$ cat src/rtl/image_ram_loader.sv
`default_nettype none
// ============================================================================
// Module   : image_ram_loader
// Function : Loads one raster frame into the image RAM, then starts the
//            convolver and waits for its result burst to finish.
// Revision : 1.0
// ============================================================================
module image_ram_loader #(
  parameter int IMG_W        = 8,
  parameter int IMG_H        = 8,
  parameter int DATA_W       = 8,
  parameter int ADDR_W       = 6,
  parameter int START_LEN    = 2,
  parameter int WAIT_TIMEOUT = 1024
) (
  input  logic              clk,
  input  logic              rst,
  input  logic              pix_valid,
  input  logic              pix_sof,
  input  logic [DATA_W-1:0] pix_data,
  output logic              pix_ready,
  output logic              ram_wr,
  output logic [ADDR_W-1:0] ram_addr,
  output logic [DATA_W-1:0] ram_din,
  output logic              conv_start,
  input  logic              conv_out_st,
  output logic              busy,
  output logic              done,
  output logic              err
);

  localparam int                NPIX        = IMG_W * IMG_H;
  localparam logic [ADDR_W-1:0] C_LAST_ADDR = ADDR_W'(NPIX - 1);
  localparam int                TMR_W       = $clog2(WAIT_TIMEOUT + 1);
  localparam logic [TMR_W-1:0]  C_TMO       = TMR_W'(WAIT_TIMEOUT);
  localparam int                SCNT_W      = (START_LEN > 1) ? $clog2(START_LEN) : 1;
  localparam logic [SCNT_W-1:0] C_SLAST     = SCNT_W'(START_LEN - 1);

  localparam logic [2:0] S_IDLE      = 3'd0;
  localparam logic [2:0] S_LOAD      = 3'd1;
  localparam logic [2:0] S_START     = 3'd2;
  localparam logic [2:0] S_WAIT_RISE = 3'd3;
  localparam logic [2:0] S_WAIT_FALL = 3'd4;

  logic [2:0]        state_q,      state_d;
  logic [ADDR_W-1:0] pix_cnt_q,    pix_cnt_d;
  logic [TMR_W-1:0]  timer_q,      timer_d;
  logic [SCNT_W-1:0] scnt_q,       scnt_d;
  logic              ram_wr_q,     ram_wr_d;
  logic [ADDR_W-1:0] ram_addr_q,   ram_addr_d;
  logic [DATA_W-1:0] ram_din_q,    ram_din_d;
  logic              conv_start_q, conv_start_d;
  logic              done_q,       done_d;
  logic              err_q,        err_d;
  logic              busy_q;

  logic              accept;
  logic              write_ok;
  logic [ADDR_W-1:0] frame_pos;
  logic [TMR_W-1:0]  timer_inc;
  logic              timeout;

  assign pix_ready = ~rst & ((state_q == S_IDLE) | (state_q == S_LOAD));
  assign accept    = pix_valid & pix_ready;
  // A start-of-frame pixel always lands at address 0, in IDLE or as a restart in LOAD.
  assign frame_pos = pix_sof ? '0 : pix_cnt_q;
  assign write_ok  = accept & (pix_sof | (state_q == S_LOAD));
  assign timer_inc = (timer_q == C_TMO) ? C_TMO : timer_q + TMR_W'(1);
  assign timeout   = (timer_inc == C_TMO);

  always_ff @(posedge clk or posedge rst) begin
    if (rst) begin
      state_q      <= S_IDLE;
      pix_cnt_q    <= '0;
      timer_q      <= '0;
      scnt_q       <= '0;
      ram_wr_q     <= 1'b0;
      ram_addr_q   <= '0;
      ram_din_q    <= '0;
      conv_start_q <= 1'b0;
      done_q       <= 1'b0;
      err_q        <= 1'b0;
      busy_q       <= 1'b0;
    end else begin
      state_q      <= state_d;
      pix_cnt_q    <= pix_cnt_d;
      timer_q      <= timer_d;
      scnt_q       <= scnt_d;
      ram_wr_q     <= ram_wr_d;
      ram_addr_q   <= ram_addr_d;
      ram_din_q    <= ram_din_d;
      conv_start_q <= conv_start_d;
      done_q       <= done_d;
      err_q        <= err_d;
      busy_q       <= (state_d != S_IDLE);
    end
  end

  always_comb begin
    state_d   = state_q;
    pix_cnt_d = pix_cnt_q;
    timer_d   = timer_q;
    scnt_d    = scnt_q;
    case (state_q)
      S_IDLE, S_LOAD: begin
        if (write_ok) begin
          if (frame_pos == C_LAST_ADDR) begin
            state_d   = S_START;
            pix_cnt_d = '0;
          end else begin
            state_d   = S_LOAD;
            pix_cnt_d = frame_pos + ADDR_W'(1);
          end
        end
      end
      S_START: begin
        if (scnt_q == C_SLAST) begin
          scnt_d  = '0;
          timer_d = '0;
          state_d = S_WAIT_RISE;
        end else begin
          scnt_d = scnt_q + SCNT_W'(1);
        end
      end
      S_WAIT_RISE: begin
        if (conv_out_st) begin
          state_d = S_WAIT_FALL;
        end else if (timeout) begin
          state_d = S_IDLE;
        end else begin
          timer_d = timer_inc;
        end
      end
      S_WAIT_FALL: begin
        if (!conv_out_st) begin
          state_d = S_IDLE;
        end
      end
      default: state_d = S_IDLE;
    endcase
  end

  // Registered outputs are computed from the current state, so conv_start
  // trails the final RAM write by one cycle.
  always_comb begin
    ram_wr_d     = write_ok;
    ram_addr_d   = write_ok ? frame_pos : ram_addr_q;
    ram_din_d    = write_ok ? pix_data  : ram_din_q;
    conv_start_d = (state_q == S_START);
    done_d       = (state_q == S_WAIT_FALL) & ~conv_out_st;
    err_d        = (accept & ~write_ok)
                 | (accept & pix_sof & (state_q == S_LOAD))
                 | ((state_q == S_WAIT_RISE) & ~conv_out_st & timeout);
  end

  assign ram_wr     = ram_wr_q;
  assign ram_addr   = ram_addr_q;
  assign ram_din    = ram_din_q;
  assign conv_start = conv_start_q;
  assign done       = done_q;
  assign err        = err_q;
  assign busy       = busy_q;

endmodule
`default_nettype wire

$ cat config.mk
export PLATFORM = sky130hd
export DESIGN_NAME = image_ram_loader
export DESIGN_NICKNAME = d
export VERILOG_FILES = /design/src/rtl/image_ram_loader.sv
export SDC_FILE = /design/constraint.sdc
export NUM_CORES = 1
export LEC_CHECK = 0
export CAP_MARGIN = 10
export CORE_MARGIN = 4
export CORE_UTILIZATION = 41
export CTS_CLUSTER_DIAMETER = 80
export DETAILED_ROUTE_END_ITERATION = 8
export DONT_BUFFER_PORTS = 1
export MAX_ROUTING_LAYER = met4
export PLACE_DENSITY = 0.54
export SLEW_MARGIN = 20
export SYNTH_ARGS = -nofsm -noshare
export SYNTH_HDL_FRONTEND = slang
export SYNTH_SLANG_ARGS = --single-unit
$ cat constraint.sdc
create_clock -name clk -period 2.5 [get_ports clk]
set_input_delay 0.5 -clock clk [delete_from_list [all_inputs] [get_ports clk]]
set_output_delay 0.5 -clock clk [all_outputs]
set_load 0.005 [all_outputs]
* After elaboration in Yosys (flattened, before gate mapping)
Cells that the tools add are included.
** Operators by class
- Add/sub/neg operators :: 3
- Eq/ne operators :: 10
- Bitwise logic cells :: 16
- Reductions and logical operators :: 6
- Multiplexer cells :: 15
** Operators by type and width (number)
- $mux W11 :: 4
- $eq A11 B11 Y1 const B :: 2
- $pmux W11 S2 :: 1
- $mux W3 :: 5
- $mux W6 :: 2
- $pmux W3 S4 :: 1
- $add A11 B1 Y11 const B :: 1
- $and A1 B1 Y1 :: 9
- $add A6 B1 Y6 const B :: 1
- $eq A3 B2 Y1 const B :: 2
- $eq A6 B6 Y1 const B :: 1
- $ne A2 B2 Y1 const B :: 3
- $or A1 B1 Y1 :: 4
- $reduce_and A4 Y1 :: 1
- $eq A3 B1 Y1 const B :: 1
- $eq A3 B3 Y1 const B :: 1
- $logic_not A3 Y1 :: 1
- $not A1 Y1 :: 3
- $reduce_bool A3 Y1 :: 1
- $mux W2 :: 1
- $reduce_and A2 Y1 :: 1
- $reduce_bool A2 Y1 :: 1
- $reduce_or A2 Y1 :: 1
- $add A1 B1 Y1 const B :: 1
- $mux W1 :: 1
** Storage, ports and cells
- Bits in registers :: 40
- Logic and storage cells :: 61
- Input port bits :: 13
- Output and inout bits :: 20

* Logic depth before layout (Yosys ltp)
- Word-level depth :: 9
- Mapped depth :: 8

* Least setup slack after synthesis
No wires, ideal clock.
- Kind :: input to register
- From :: input rst
- To :: register ram_din_q[0] (netlist: ram_din[0])
- Stages on the path :: 8
- Path slack :: -0.018 ns
- Data arrival time :: 2.453 ns
- Library setup time :: 0.065 ns
- Required time :: 2.435 ns
- Buffers on the path :: 1
- Cells stage by stage :: inv_1 -> nand2_1 -> nor3_1 -> o21ai_1 -> inv_1 -> clkbuf_1 -> nand2_1 -> nand2_1
** Between the ends
- Cells in the longest elaborated chain, start to end :: 4
** Ends and longest elaborated chain
- start: declaration :: line 17 : input logic rst,
- $not A1 Y1 :: line 63 : assign pix_ready = ~rst & ((state_q == S_IDLE) | (state_q == S_LOAD));
- $and A1 B1 Y1 :: line 63
- $and A1 B1 Y1 :: line 64 : assign accept = pix_valid & pix_ready;
- $and A1 B1 Y1 :: line 67 : assign write_ok = accept & (pix_sof | (state_q == S_LOAD));
- via ram_wr_d :: line 49 : logic ram_wr_q, ram_wr_d;
- end signal: assignment :: line 91 : ram_din_q <= ram_din_d;
- end: declaration :: line 51 : logic [DATA_W-1:0] ram_din_q, ram_din_d;
The timed path passes the listed nets, and every way through them passes these cells.
A chain may end at the register's enable or synchronous reset.

* Final worst setup path
- From :: register timer_q[1]
- To :: register busy_q (netlist: busy)
** Between the ends
- Cells in the longest elaborated chain, start to end :: 7
- Elaborated cells between the ends (all ways) :: 8
- Those cells by class :: 1 x add/sub; 2 x eq/ne; 4 x mux; 1 x reduce/logical
** Ends and longest elaborated chain
- start: declaration :: line 47 : logic [TMR_W-1:0] timer_q, timer_d;
- start signal: assignment :: line 87 : timer_q <= timer_d;
- $add A11 B1 Y11 / $eq A11 B11 Y1 (equally long branches) :: line 68 : assign timer_inc = (timer_q == C_TMO) ? C_TMO : timer_q + TMR_W'(1);
- $mux W11 (*) :: line 68
- $eq A11 B11 Y1 (*) :: line 69 : assign timeout = (timer_inc == C_TMO);
- $mux W3 (*) :: line 128 : end else if (timeout) begin
- $mux W3 (*) :: line 126 : if (conv_out_st) begin
- $pmux W3 S4 (*) :: line 104 : case (state_q)
- $reduce_bool A3 Y1 (*) :: line 95 : busy_q <= (state_d != S_IDLE);
- end signal: assignment :: line 95
- end: declaration :: line 55 : logic busy_q;
Every way passes the cells marked *; elsewhere a longest branch is shown, timed or not.

==> results.md <==
- The number of primary I/O pins is 33.
- Max-cap violations in this run came to 0.
- The area share of the largest cell type after synthesis is 0.487.
- The post-synthesis compound-gate area fraction is 0.145.
- Between clock sinks in the finished design, the worst skew comes to approximately 0.0033 ns.
- For this run, the number of Yosys warnings is 0.
- The post-synthesis cell type count is 47.
- The wire length after detailed routing is about 4.2 mm.
- By count the netlist is led by nand2_1 (51), dfrtp_1 (40), o21ai_0 (15), nor2_1 (11), clkbuf_1 (8).
- Timing would allow up to 0.425 GHz.
- No sink is reached through more buffers than the 2 on the longest clock path.
- Of the total synthesized cell area, the portion taken by full adders, half adders and majority gates is 0.0183.
- The clock group share of total power is 0.337.
- The required arrival time at the worst endpoint is 2.66 ns.
- The flip-flop and latch area is between 0.001 and 0.0015 mm2.
- The analysis attributes to cell leakage a power of roughly 0.0010 uW.
- In the final layout, the share of cells above drive strength 1 is 0.119.
- The kind of path behind the tightest hold check is in -> async.
- The via count normalized by instance count is approximately 5.4.
- Counting every instance in the synthesized netlist gives 222.
- The total overflow left after global routing is 0.
- The total internal power is just under 1000 uW.
- The cell area that synthesis handed to floorplanning was around 0.0021 mm2.
- The initialized floorplan defines 25 standard-cell rows.
- The area inside the core boundary is approximately 0.0048 mm2.
- Of the total synthesized cell area, the portion taken by AND, OR, NAND and NOR gates is 0.265.
- TritonCTS built the clock tree.
- The switching power summed over all nets is roughly 330 uW.
- The routed layout has about 1600 vias.
- The average footprint of a synthesized cell is just over 9 um2.
- TritonCTS created 5 clock buffers.
- The portion of synthesized area spent on multiplexers is 0.0298.
- The leading cell type by number of instances after synthesis is nand2_1.
- The first detailed-routing pass ran for 4 iterations.
- Clock-pin slew was measured on the worst setup and hold paths at 0.07 ns.
- In this run the power density over the cells is 574 mW/mm2.
- Compared with the post-synthesis result, the final layout area differs by 10.5%.
- The number of nets in the synthesized netlist is between 200 and 250.
- The worst register-to-register path begins at timer_q[1].
- The logic gate share of total power is 0.086.
- The congestion estimate from routability-driven global placement came to just over 0.9.
- The hold-fix buffer count after cts is 0.
- The number of synthesized flops with an enable pin is 0.
- Setup violations remaining at the end of the flow were counted as 0.
- The first global-routing pass estimated slightly above 7 mm of wire.
- The run finished with clean final reports.
- The maximum fanout encountered on the critical timing path is 7.
- Entering global routing, the biggest net connects 41 pins.
- The worst hold margin is approximately 0.22 ns.
- The area of the die is 0.00621 mm2.
- Across every metal layer, demand over resource in global routing totals 0.151.
- The portion of the post-synthesis area used by sequential elements is 0.487.
- Of the total power, the share spent switching nets is 0.254.
- The quantity of I/O buffers inserted on ports is 0.
- The root cell of the clock tree is clkbuf_8.
- STA classifies the critical path startpoint as a flip-flop.
- The remaining design rule violation count is 0.
- The biggest area contributor in the post-synthesis netlist is dfrtp_1.
- The register share of total power is 0.577.
- For this configuration, the core starts out at a cell density of 0.430.
- The endpoint class of the critical path is a flip-flop.
- In the synthesized netlist the dominant register cell turns out to be dfrtp_1.
- The shortest period the worst path allows is 2.35 ns.
- The via count of the first global-routing pass is 1567.
- The category of the most critical setup path is reg -> reg.
- The number of max-slew violations in the final report is 0.
- The number of clock sinks is 40.
- Measured along the x axis, the die boundary spans 78.8 um.
- The number of failing hold endpoints at the final stage was 0.
- After synthesis the netlist holds a flip-flop and latch count of 40.
- The half-perimeter wire length after detailed placement is between 2 and 3 mm.
- The final-layout setup total negative slack is 0 ns.
- Of the total synthesized cell area, the portion taken by XOR and XNOR cells is 0.0213.
- Of all flip-flops after synthesis, the portion carrying an async set or reset was 1.00.
- The number of nets in the finished design is roughly 240.
- In this run the vertical extent of the chip is 78.8 um.
- Clock latency on the worst-skew pair, taken at its later pin, is around 0.29 ns.
- The initial antenna violation count came to 0.
- Setup repair after global routing left no endpoint under its margin.
- The number of antenna-violating nets in the routed design is 0.
- The detailed router finished its first iteration with between 60 and 70 violations.
- After synthesis, the cell types taking the most area are dfrtp_1 (49%), nand2_1 (9.3%), o21ai_0 (3.7%), mux2i_1 (2.4%), nor2_1 (2.0%).
- The clock tree synthesis step divided the H-tree into 2 levels.
- In the finished design, the share of the clock period the worst path needs comes to 0.941.
- The post-route cell area is ~0.0023 mm2.
- The diode insertion count for antenna repair is 0.
- The dominant combinational cell family by area after synthesis is simple AND/OR/NAND/NOR gates.
- IR analysis of the VDD net gives a maximum drop of 0.190 mV.
- Summing all placed instances gives a cell area of 0.00215 mm2.
- Headroom to the max-slew limit came out at 0.593.
- The source of the critical timing path is timer_q[1].
- The multi-input combinational cell area is 0.00101 mm2.
- Fill cells in the final layout number around 470.
- After detailed routing, the average wire length per cell comes to roughly 14 um.
- The arrival time at the worst endpoint is around 2.5 ns.
- At the pin with the least slew margin, the transition time is between 0.6 and 0.7 ns.
[stage by stage]
step / setup slack, ns / util / std cells / total power, uW
6_report: 0.146 / 0.475 / 294 / 1300
5_1_grt: 0.00112 / 0.475 / 294 / 1390
4_1_cts: 0.0351 / 0.469 / 293 / 1330
3_5_place_dp: 0.0222 / 0.449 / 285 / 881
3_3_place_gp: 0.128 / 0.449 / 285 / 875
2_1_floorplan: 0.164 / - / 222 / 850
[sequential cells by signal, summed over array words and instances, names as in the netlist]
register	count
ram_addr	6
ram_din	8
conv_start	1
busy	1
done	1
state_q	3
err	1
ram_wr	1
timer_q	11
scnt_q	1
pix_cnt_q	6
[timing repair]
item                                    CTS  global route
resized for setup                         0             4
endpoints found under the setup margin    0             4
buffers inserted                          0             1
endpoints found under the hold margin     0             0
[power groups by stage]
stage | logic [uW] | registers [uW] | clock network (uW)
2_1_floorplan | 102 | 747 | 0
3_3_place_gp | 111 | 764 | 0
3_5_place_dp | 116 | 766 | 0
4_1_cts | 116 | 753 | 459
5_1_grt | 136 | 761 | 494
6_report | 112 | 753 | 439
[area by class of cell]
class,count,share of cell area
multi-input combinational,165,0.443
sequential,40,0.441
clock buffer,7,0.0380
tap,67,0.0369
timing repair buffer,8,0.0264
inverter,6,0.0116
clock inverter,1,0.00330
[layer usage]
| layer | share of wire | GRT usage | up-vias |
|---|---|---|---|
| li1 | - | - | 779 |
| met4 | 0.012 | 0.0464 | 0 |
| met1 | 0.45 | 0.182 | 765 |
| met5 | 0 | - | - |
| met2 | 0.47 | 0.248 | 46 |
| met3 | 0.068 | 0.0431 | 7 |
[layout by cell type, fill, tap and decap left out, types with 5 or more instances in the layout]
master    instances
mux2i_1           5
dfrtp_1          39
inv_1             5
a21oi_1           6
nand2b_1          5
nor2_1           11
clkbuf_8          6
nor3_1            7
nand3_1           6
nand2_1          51
buf_4             8
o21ai_0          15
[worst max-delay path, cell delays in order (launching register included)]
cell and delay [ns]:
dfrtp_1 0.45, ha_4 0.20, nand2_1 0.15, nor3_4 0.20, nand3_1 0.11, a2111o_1 0.51, a21oi_2 0.19, or4b_1 0.43
[path summary, 6_finish.rpt]
kind	cells past startpoint	to	slack (ns)
setup / recovery	7	busy	0.15
hold / removal	2	timer_q[2]	0.22
setup reg to reg	7	busy	0.15
hold reg to reg	2	pix_cnt_q[1]	0.48
max in group asynchronous	2	timer_q[0]	1.93
min in group clk	1	done	0.28
[kinds of logic (layout without fill, tap and decap cells)]
kind of cell | count (synthesis) | after routing
and+or+nand+nor | 107 | 107
AOI/OAI and AO/OA | 44 | 44
DFF | 40 | 40
buffers and inverters | 17 | 22
muxes | 6 | 6
xor gates and xnor gates | 5 | 5
adders and majority gates | 3 | 3
No activity file was read; power rests on OpenSTA's default activity.
==> patch 1 (same flow settings) <==
The parameter `START_LEN` goes from 2 to 4.
--- a/src/rtl/image_ram_loader.sv
+++ b/src/rtl/image_ram_loader.sv
@@ -11,5 +11,5 @@
   parameter int DATA_W       = 8,
   parameter int ADDR_W       = 6,
-  parameter int START_LEN    = 2,
+  parameter int START_LEN    = 4,
   parameter int WAIT_TIMEOUT = 1024
 ) (
Function: no difference found for any inputs over 10 cycles, from zero or initial values and one cycle with rst high; that may be too few to reach the edited logic, so the function may still have changed.
==> patch 1 against the unedited design <==
Wire length is 23% higher; total power is 4.2% higher; count of clock-buffer cells in the layout is 2 lower; sequential cell count is 1 higher; global-route usage is 1.7 points higher; critical path type unchanged; worst setup slack better by 170 ps; area after synthesis is 10% higher; critical endpoint unchanged; final area is 8.2% higher.
==> patch 1: results (changes against the unedited design) <==
[setup_path]
r2r-end=busy$_DFF_PP0_
critPathTopFamily=simple AND/OR/NAND/NOR gates
worstReg2RegStart=timer_q[0]$_DFFE_PP0P_
reg2reg_slack_ps=320  ; +170 ps
timing.critical_path.fanout_max=11  ; +4
critical_path_top_delay_cell=sky130_fd_sc_hd__dfrtp_1
worstPathArrival_ps=2360  ; -160 ps
timing.critical_path.slowest_cell_delay_ps=450  ; -60 ps

[routing]
wl_um=5180  ; +23%
first_pass_iters=4  ; unchanged
vias_per_instance=5.55  ; +2.2%
drt_iter0_markers=140  ; +110%

[sta]
max_freq_mhz=459  ; +8.0%
max_slew.worst_pin.slew_ps=838  ; +230 ps
final.setup_skew_ps=4.37  ; +1.06 ps
timing.hold.ws_ps=32.5  ; -187 ps

[min_path]
min_path_type=in2async

[pwr]
ir_worst_vdd_mv=0.274  ; +44%
leakage_power_summed_over_all_cells_uw=0.00114  ; +9.9%

[finish]
final-instance-count-excl-fill=318  ; +8.2%
register_containing_the_most_flip_flops_in_the_final_layout=timer_q
regArea_um2=1030  ; +2.4%
fin_nets=264  ; +9.1%
layout_cells_sized_above_1_pct=12.9  ; +1.0 points
largest_register_ff_count=11  ; unchanged
fillCellCount=501  ; +5.9%

[synthesis]
synth_nets=262  ; +10%
synth_commonest_cells=55 x sky130_fd_sc_hd__nand2_1, 41 x sky130_fd_sc_hd__dfrtp_1, 11 x sky130_fd_sc_hd__o21ai_0
yosysUniqueCellTypes=53  ; +13%
asyncSetResetFlopFracSynth_pct=100  ; unchanged
syn_area_per_cell_um2=9.25  ; -0.12%
netlist_top_cells_area=sky130_fd_sc_hd__dfrtp_1 45%, sky130_fd_sc_hd__nand2_1 9.1%, sky130_fd_sc_hd__o21ai_0 2.4%, sky130_fd_sc_hd__ha_1 2.2%, sky130_fd_sc_hd__nand3_1 2.0%
synth-warning-count=0  ; unchanged
synth_seq_area_share_pct=45.3  ; -3.4 points

[grt]
first_global_vias=1664  ; +6.2%
grt_use_total_pct=16.8  ; +1.7 points
largest_net_degree_at_the_start_of_global_routing=20  ; -51%
grt_pass1_wl_um=8380  ; +16%
antenna_found_initial=0  ; unchanged

[clock_tree]
cts_max_level=2  ; unchanged
clockRootBuffer=sky130_fd_sc_hd__clkbuf_8
post_cts.repair.setup_buffers=0  ; unchanged
worst_skew_pair.late_latency_ps=290  ; about the same
post_cts_resize_count=0  ; unchanged
clk_transition_reported_paths_ps=90  ; +20 ps

[placed_design]
place.port_buffers=0  ; unchanged
gp_routability_congestion=0.905  ; -0.46%
pre_cts_ws_ps=351  ; +329 ps
post-dp-hpwl_um=3680  ; +23%
placed_cell_area_um2=2350  ; +9.1%
place_inst=310  ; +8.8%

[outcome]
result_of_the_run=completed

patch 1: metal layers:
metal | share of wire, % | up-vias | track usage [%]
met5 | 0 | - | -
met4 | 0.81 | 0 | 6.15
met3 | 5.1 | 4 | 3.58
met2 | 44 | 45 | 23.4
met1 | 50 | 839 | 23.8
li1 | - | 878 | -
patch 1: power by group:
| part | switching, uW | total (uW) | internal (uW) |
|---|---|---|---|
| Combinational | 52.0 | 85.1 | 33.0 |
| Clock | 248 | 548 | 299 |
| Sequential | 28.4 | 727 | 698 |
| Total | 329 | 1360 | 1030 |
patch 1: logic make-up after synthesis:
family | synth area share [%]
multiplexers | 2.43
AO/OA/AOI/OAI | 17.2
XOR/XNOR | 0.773
buffers and inverters | 5.30
flip-flops | 45.3
AND/OR/NAND/NOR | 26.8
adder cells (fa/ha/maj) | 2.21
patch 1: how the worst max path moves through the flow:
stage                                 startpoint                   end  depth (start not counted)
after floorplan                          pix_sof        busy$_DFF_PP0_                          8
after global placement    timer_q[9]$_DFFE_PP0P_  state_q[1]$_DFF_PP0_                          5
after detailed placement  timer_q[9]$_DFFE_PP0P_  state_q[1]$_DFF_PP0_                          5
after CTS                 timer_q[9]$_DFFE_PP0P_  state_q[1]$_DFF_PP0_                          5
after global routing      timer_q[0]$_DFFE_PP0P_        busy$_DFF_PP0_                          7
final                     timer_q[0]$_DFFE_PP0P_        busy$_DFF_PP0_                          7
patch 1: area by class of cell:
type,count,share of cell area (%)
repair buffers,11,3.36
well taps,70,3.56
flip-flops and latches,41,41.7
clock inverters,3,1.78
multi-input cells,180,45.5
clock buffers,5,2.80
inverters,8,1.22
==> patch 2 (same settings) <==
Made on the original files. `ram_din_q` no longer has a reset.
--- a/src/rtl/image_ram_loader.sv
+++ b/src/rtl/image_ram_loader.sv
@@ -77,5 +77,4 @@
       ram_wr_q     <= 1'b0;
       ram_addr_q   <= '0;
-      ram_din_q    <= '0;
       conv_start_q <= 1'b0;
       done_q       <= 1'b0;
@@ -89,5 +88,4 @@
       ram_wr_q     <= ram_wr_d;
       ram_addr_q   <= ram_addr_d;
-      ram_din_q    <= ram_din_d;
       conv_start_q <= conv_start_d;
       done_q       <= done_d;
@@ -95,4 +93,8 @@
       busy_q       <= (state_d != S_IDLE);
     end
+  end
+
+  always_ff @(posedge clk) begin
+    ram_din_q <= ram_din_d;
   end
 
Formal check against the unedited RTL: differs if rst is asserted again (counterexample within 4 cycles, from zero or initial values and one cycle with rst high); with rst held inactive, the same outputs for 10 cycles.
==> patch 2 against the unedited design <==
Hold slack improved by 67 ps; final area grew 0.77%; wire length increased by 8.1%; clock skew increased by 5.1 ps; global-route usage increased by 0.84 points; first-iteration DRC count increased by 27%; area after synthesis is 0.30% lower; sequential cell count did not move; worst setup slack got worse by 130 ps; total power rose by 3.0%; critical endpoint unchanged.
==> patch 2: results (changes against the unedited design) <==
[synthesis]
synth-warning-count=0  ; unchanged
yosysUniqueCellTypes=48  ; +2.1%
synth_nets=229  ; -3.8%
synth_commonest_cells=32 x sky130_fd_sc_hd__dfrtp_1, 19 x sky130_fd_sc_hd__nand2_1, 17 x sky130_fd_sc_hd__o21ai_0
synth_seq_area_share_pct=50.8  ; +2.1 points
netlist_top_cells_area=sky130_fd_sc_hd__dfrtp_1 39%, sky130_fd_sc_hd__edfxtp_1 12%, sky130_fd_sc_hd__o21ai_0 4.2%, sky130_fd_sc_hd__nand3_1 3.7%, sky130_fd_sc_hd__nand2_1 3.5%
syn_area_per_cell_um2=9.62  ; +3.9%
synth-edff-count=8  ; +8
asyncSetResetFlopFracSynth_pct=80.0  ; -20 points
ys_dominant_reg_cell=sky130_fd_sc_hd__dfrtp_1

[clock_tree]
cts_max_level=2  ; unchanged
holdBufCountCts=1  ; +1
cts-buffers-inserted=5  ; unchanged
worst_skew_pair.late_latency_ps=290  ; about the same
post_cts.repair.setup_buffers=0  ; unchanged
clk_transition_reported_paths_ps=80

[routing]
dr_total_vias=1628  ; +1.9%
wl_um=4560  ; +8.1%
drt_iter0_markers=84  ; +27%

[placed_design]
placed_cell_area_um2=2150  ; +0.12%
place_inst=278  ; -2.5%
post-dp-hpwl_um=3260  ; +8.6%
place.port_buffers=0  ; unchanged
pre_cts_ws_ps=11.0  ; -11.2 ps
gp_routability_congestion=0.962  ; +5.8%

[pwr]
leakage_power_summed_over_all_cells_uw=0.00102  ; -2.3%
p_clk_uw=516  ; +18%
ir_worst_vdd_mv=0.227  ; +19%
power_density_nw_per_um2=587  ; +2.2%
power.net_switching_uw=308  ; -7.0%
design_power_total_uw=1340  ; +3.0%
reported_sequential_group_power_uw=741  ; -2%

[finish]
fillCellCount=464  ; -1.9%
layout_cells_sized_above_1_pct=12.3  ; +0.38 points
largest_register_ff_count=11  ; unchanged
register_containing_the_most_flip_flops_in_the_final_layout=timer_q
final-instance-count-excl-fill=287  ; -2.4%
fin_nets=235  ; -2.9%
number_of_antenna_cells_inserted=0  ; unchanged

[grt]
antenna_found_initial=0  ; unchanged
grt_pass1_wl_um=7710  ; +6.9%
grt_use_total_pct=15.9  ; +0.84 points
largest_net_degree_at_the_start_of_global_routing=31  ; -24%

[setup_path]
reg2reg_slack_ps=10  ; -130 ps
timing.critical_path.slowest_cell_delay_ps=560  ; +50 ps
worstReg2RegStart=timer_q[1]$_DFFE_PP0P_
r2r-end=busy$_DFF_PP0_
timing.critical_path.fanout_max=5  ; -2
worst-r2r-cell-count=7  ; unchanged
critical_path_top_delay_cell=sky130_fd_sc_hd__or4_1

[outcome]
result_of_the_run=completed

[sta]
max_slew.worst_pin.slew_ps=403  ; -206 ps
final.setup_skew_ps=8.37  ; +5.07 ps
timing.hold.ws_ps=286  ; +66.6 ps

[min_path]
whs_path_depth=1
worst_hold_path.endpoint=done$_DFF_PP0_
min_path_type=in2reg
min-delay-start=conv_out_st

## patch 2: kinds of logic after synthesis
| group | Yosys count | synth area share [%] |
|---|---|---|
| AND/OR/NAND/NOR | 82 | 20.9 |
| buffers and inverters | 27 | 5.62 |
| flip-flops | 40 | 50.8 |
| AO/OA/AOI/OAI | 57 | 19.0 |
| adder cells (fa/ha/maj) | 3 | 1.83 |
| multiplexers | 1 | 0.549 |
| XOR/XNOR | 3 | 1.28 |
## patch 2: layer usage
| metal | vias up | routed length (um) | GRT usage, % |
|---|---|---|---|
| li1 | 783 | - | - |
| met1 | 784 | 2000 | 17.7 |
| met2 | 53 | 2250 | 27.4 |
| met3 | 8 | 238 | 4.99 |
| met4 | 0 | 68 | 5.07 |
| met5 | - | 0 | - |
## patch 2: worst max path at each step
stage | endpoint | start | cells after the start | slack (ps)
5_1_grt | busy$_DFF_PP0_ | timer_q[0]$_DFFE_PP0P_ | 7 | -100
6_report | busy$_DFF_PP0_ | timer_q[1]$_DFFE_PP0P_ | 7 | 10
3_5_place_dp | busy$_DFF_PP0_ | timer_q[0]$_DFFE_PP0P_ | 7 | 10
3_3_place_gp | busy$_DFF_PP0_ | timer_q[0]$_DFFE_PP0P_ | 7 | 110
4_1_cts | busy$_DFF_PP0_ | timer_q[0]$_DFFE_PP0P_ | 7 | 10
2_1_floorplan | busy$_DFF_PP0_ | timer_q[0]$_DFFE_PP0P_ | 8 | 40
## patch 2: area by class of cell
cell class | count | share of cell area [%]
sequential | 40 | 45.5
inverter | 14 | 2.30
clock inverter | 2 | 1.53
tap | 67 | 3.66
clock buffer | 6 | 3.17
timing repair buffer | 12 | 4.04
multi-input combinational | 146 | 39.8
